<file path="config.mk">
export PLATFORM = sky130hd
export DESIGN_NAME = encoder10
export DESIGN_NICKNAME = d
export VERILOG_FILES = /design/src/rtl/encoder10.sv
export SDC_FILE = /design/constraint.sdc
export NUM_CORES = 1
export LEC_CHECK = 0
export CAP_MARGIN = 15
export CORE_MARGIN = 2
export CORE_UTILIZATION = 41
export DETAILED_ROUTE_END_ITERATION = 12
export HOLD_SLACK_MARGIN = 0.06
export PLACE_DENSITY = 0.81
export SLEW_MARGIN = 20
export SYNTH_ARGS = -nofsm -noshare
export SYNTH_HDL_FRONTEND = slang
export SYNTH_SLANG_ARGS = --single-unit
</file>
<file path="constraint.sdc">
create_clock -name CLK -period 2.4 [get_ports CLK]
set_clock_uncertainty 0.2 [all_clocks]
set_input_delay 0.24 -clock CLK [delete_from_list [all_inputs] [get_ports CLK]]
set_output_delay 0.24 -clock CLK [all_outputs]
set_load 0.01 [all_outputs]
</file>
<file path="src/rtl/encoder10.sv">
// -----------------------------------------------------------------------------
// encoder10 -- two-to-one flit merger for the NoC router datapath.
//
// Merges flit streams In0 and In1 into a single Out stream and reports, on a
// separate S channel, which input every merged flit came from (0 = In0,
// 1 = In1). Arbitration locks onto one input from a packet's head flit to its
// tail flit, so packets are never interleaved. Between packets, a round-robin
// pointer decides ties.
//
// The output is a one-flit slot. Its Out half and its S half are consumed
// independently. A new flit can load into the slot only once both halves have
// retired, or are retiring in the same cycle.
//
// Parameters
//   W         flit width, including the tail marker
//   TAIL_BIT  index of the tail marker (1 = last flit of a packet)
//
// Ports
//   CLK                           rising-edge clock
//   RESET                         asynchronous, active-high reset
//   In0_data/In0_valid/In0_ready  flit input 0
//   In1_data/In1_valid/In1_ready  flit input 1
//   Out_data/Out_valid/Out_ready  merged flit output
//   S_data/S_valid/S_ready        source tag output, one per merged flit
// -----------------------------------------------------------------------------
module encoder10 #(
  parameter int W        = 9,
  parameter int TAIL_BIT = W - 1
) (
  input  logic         CLK,
  input  logic         RESET,
  input  logic [W-1:0] In0_data,
  input  logic         In0_valid,
  output logic         In0_ready,
  input  logic [W-1:0] In1_data,
  input  logic         In1_valid,
  output logic         In1_ready,
  output logic [W-1:0] Out_data,
  output logic         Out_valid,
  input  logic         Out_ready,
  output logic         S_data,
  output logic         S_valid,
  input  logic         S_ready
);

  typedef enum logic [1:0] {
    IDLE  = 2'd0,
    LOCK0 = 2'd1,
    LOCK1 = 2'd2
  } state_t;

  state_t       state_reg;
  logic         rr_reg;          // input preferred on the next tie in IDLE
  logic [W-1:0] slot_data_reg;
  logic         slot_src_reg;
  logic         out_pend_reg;
  logic         s_pend_reg;

  logic         can_load;
  logic         grant_any;       // some input holds the grant this cycle
  logic         grant_sel;       // index of the granted input
  logic         grant_valid;
  logic [W-1:0] grant_data;
  logic         load;

  // The slot accepts a flit when each half is empty or retiring now. RESET
  // gates this directly, so the readies fall the moment reset asserts rather
  // than waiting for the pends to clear.
  always_comb begin
    can_load = (!out_pend_reg || Out_ready) && (!s_pend_reg || S_ready) && !RESET;
  end

  // Grant selection. Inside a packet, the locked input keeps the grant even
  // while it has no valid flit. A stalled packet therefore holds the lock.
  always_comb begin
    grant_any = 1'b0;
    grant_sel = 1'b0;
    case (state_reg)
      LOCK0: begin
        grant_any = 1'b1;
        grant_sel = 1'b0;
      end
      LOCK1: begin
        grant_any = 1'b1;
        grant_sel = 1'b1;
      end
      default: begin
        if (In0_valid && In1_valid) begin
          grant_any = 1'b1;
          grant_sel = rr_reg;
        end else if (In0_valid) begin
          grant_any = 1'b1;
          grant_sel = 1'b0;
        end else if (In1_valid) begin
          grant_any = 1'b1;
          grant_sel = 1'b1;
        end
      end
    endcase
  end

  always_comb begin
    grant_valid = grant_sel ? In1_valid : In0_valid;
    grant_data  = grant_sel ? In1_data  : In0_data;
    In0_ready   = can_load && grant_any && !grant_sel;
    In1_ready   = can_load && grant_any &&  grant_sel;
    load        = can_load && grant_any && grant_valid;
  end

  always_ff @(posedge CLK or posedge RESET) begin
    if (RESET) begin
      state_reg     <= IDLE;
      rr_reg        <= 1'b0;
      slot_data_reg <= '0;
      slot_src_reg  <= 1'b0;
      out_pend_reg  <= 1'b0;
      s_pend_reg    <= 1'b0;
    end else begin
      // Each half retires on its own handshake. A load in the same cycle
      // overrides these clears below.
      if (Out_ready) begin
        out_pend_reg <= 1'b0;
      end
      if (S_ready) begin
        s_pend_reg <= 1'b0;
      end
      if (load) begin
        slot_data_reg <= grant_data;
        slot_src_reg  <= grant_sel;
        out_pend_reg  <= 1'b1;
        s_pend_reg    <= 1'b1;
        if (grant_data[TAIL_BIT]) begin
          // Packet done: release the lock and favour the other input next.
          state_reg <= IDLE;
          rr_reg    <= !grant_sel;
        end else begin
          state_reg <= grant_sel ? LOCK1 : LOCK0;
        end
      end
    end
  end

  assign Out_data  = slot_data_reg;
  assign Out_valid = out_pend_reg;
  assign S_data    = slot_src_reg;
  assign S_valid   = s_pend_reg;

endmodule

</file>
==> flow_summary.ini <==
[run_status]
status = completed

[sta]
period_minus_slack_ns = 2.23
finalCritPeriodShare_pct = 92.8
final_max_slew_viol_count = 0
fin_ws_ns = 0.174
grt_setup_unrepaired = false
fin_hold_ws_ns = 0.180
fmax_mhz = 449
setup_viol = 0
setup-tns-final_ns = 0
tightestPinTransition_ns = 0.556
hold_viol = 0
max_slew_margin_pct = 62.9

[floorplanning]
num_rows = 16
core_area_mm2 = 0.00200
die_y_um = 50.6
initial_core_util_pct = 44.6
io_pins = 38
die_w_um = 50.6
die-area_mm2 = 0.00256

[placement]
pre_cts_ws_ns = 0.00378
io_buffers = 37
dp.cells = 132
place.gp.congestion = 0.878
hpwl_mm = 1.48

[clock_tree]
numCtsBuffers = 3
htree_levels = 1
numClockSinks = 15
clk_latency_ns = 0.28
clk_pin_slew_worst_paths_ns = 0.09
clockBufferDepth = 2
cts_root_buf = clkbuf_4
cts_tree = built
cts_setup_buffers = 0
postCtsHoldBufs = 0

[synth]
ys_warn_count = 0
synthTopCellsByCount = 16 x mux2_4, 15 x dfrtp_1, 3 x inv_1, 3 x mux2_2, 3 x nor2_1
avgSynthCellArea_um2 = 13.5
syn-num-nets = 91
synth-seq-cells = 15
async_reset_ff_share_pct = 100
synthCells = 66
synth_top_area_share_pct = 42.1
seq_area_frac_synth_pct = 42.1
synth_area_um2 = 892
synth_area_leaders = dfrtp_1 42%, mux2_4 27%, mux2_2 3.8%
synth-edff-count = 0
yosysTopAreaCell = dfrtp_1
synth_ff_type = dfrtp_1
yosysMostFrequentCell = mux2_4
ys_types = 26

[drt]
ant_nets = 0
drt-initial-drc-count = 5
vias = 659
wire_per_inst_um = 13.5
drc = 0
wl_mm = 1.84
firstDrtPassIters = 4
vias_per_cell = 4.85

[layout]
fin_cells = 136
antenna_cells = 0
largest_reg_flops = 9
fill_cells = 155
drive_above_1_share_pct = 29.4
nets = 135
area_growth_pct = 50.4

[critical_path]
cp.arrival_ns = 1.79
critPathCaptureType = output port
path_cells = inv_1, ha_1, nand2b_1, o21ai_1, a211oi_1, dlygate4sd2_1
critPathSlowestCell = dfrtp_1
path_class = reg -> out
crit_fanout = 4
cpPeakStageDelay_ns = 0.36
setup.worst_path.start_class = register
cp.required_ns = 1.96
reg2regPathDepth = 7

[global_routing]
overflow = 0
antenna_found_initial = 0
grt_pass1_wl_mm = 3.02
grt_pass1_vias = 659
grt_max_degree = 16
gr-usage-all-layers_pct = 16.2

[power_and_ir_drop]
vdd_drop_max_mv = 0.586
power_w = 0.00147
leakage_nw = 0.598
power.density_mw_per_mm2 = 1090

[run]
drv_cap = 0

[hold_path]
hp-class = in -> async
power breakdown:
group	internal [W]	switching, W
registers	0.000370	0.0000703
clock network	0.0000618	0.0000807
logic	0.000565	0.000319
per-stage QoR:
step                      util, %  instance area [µm²]
after floorplan                 -                  892
after global routing         67.0                 1340
final                        67.0                 1340
after global placement       65.8                 1320
after detailed placement     65.8                 1320
after CTS                    67.0                 1340
metal layers:
layer | global-route usage (%) | up-vias | routed length [µm]
li1 | - | 325 | -
met1 | 19.0 | 309 | 792
met2 | 27.0 | 23 | 937
met3 | 4.76 | 2 | 91
met4 | 8.11 | 0 | 17
met5 | 0 | - | 0
worst paths after layout:
check	from	to	slack (ns)
max reg2reg	state_reg[0]$_DFFE_PP0P_	Out_data[8]$_DFFE_PP0P_	0.22
max	state_reg[0]$_DFFE_PP0P_	In0_ready	0.17
min	RESET	Out_valid$_DFFE_PP0P_	0.18
min reg2reg	Out_data[6]$_DFFE_PP0P_	Out_data[6]$_DFFE_PP0P_	0.32
min in group CLK	Out_data[6]$_DFFE_PP0P_	Out_data[6]$_DFFE_PP0P_	0.32
max in group asynchronous	RESET	state_reg[1]$_DFFE_PP0P_	1.45
critical path, delay by kind of cell (launching register included):
kind / cells / cell delay, ns
simple gates: 1 / 0.17
fa+ha+maj: 1 / 0.32
buf+inv: 2 / 0.35
compound gates: 2 / 0.31
flops: 1 / 0.36
timing repair:
action,in CTS,in global routing
pin swaps,0,1
cloned,0,0
setup endpoints to repair,2,1
gates resized for setup,2,1
logic make-up (layout without fill, tap and decap cells):
group	Yosys count	in the layout	synth area share (%)
simple gates	16	16	12.8
fa+ha+maj	1	1	1.40
mux	19	19	30.7
buf+inv	5	48	3.79
flops	15	15	42.1
compound gates	10	10	9.26
cell usage in the layout (no fill, tap or decap):
cell / count
o21ai_1: 1
mux2_2: 3
a21boi_0: 1
ha_1: 1
nor3_1: 2
buf_12: 1
or3_1: 1
a211oi_1: 1
clkinv_2: 1
clkdlybuf4s50_1: 35
a311o_1: 1
and2b_4: 1
inv_1: 3
nor2b_1: 1
dlygate4sd2_1: 2
o2bb2ai_1: 1
mux2_4: 16
nand2b_1: 1
dfrtp_1: 15
a32o_1: 1
or2b_1: 2
buf_4: 3
o21a_4: 1
o31a_1: 1
or3_4: 1
nor2b_4: 1
a21oi_1: 2
nor2_1: 3
nand2_1: 2
clkbuf_4: 3
nor3_4: 1
layout make-up:
cell class,instances,area (µm²),share of cell area [%]
Timing Repair Buffer,41,410,30.6
Tap cell,27,33.8,2.52
Clock inverter,1,5.00,0.373
Multi-Input combinational cell,46,483,36.0
Clock buffer,3,22.5,1.68
Inverter,3,11.3,0.840
Sequential cell,15,375,28.0
Note: power is estimated with default switching activity, not from simulation.
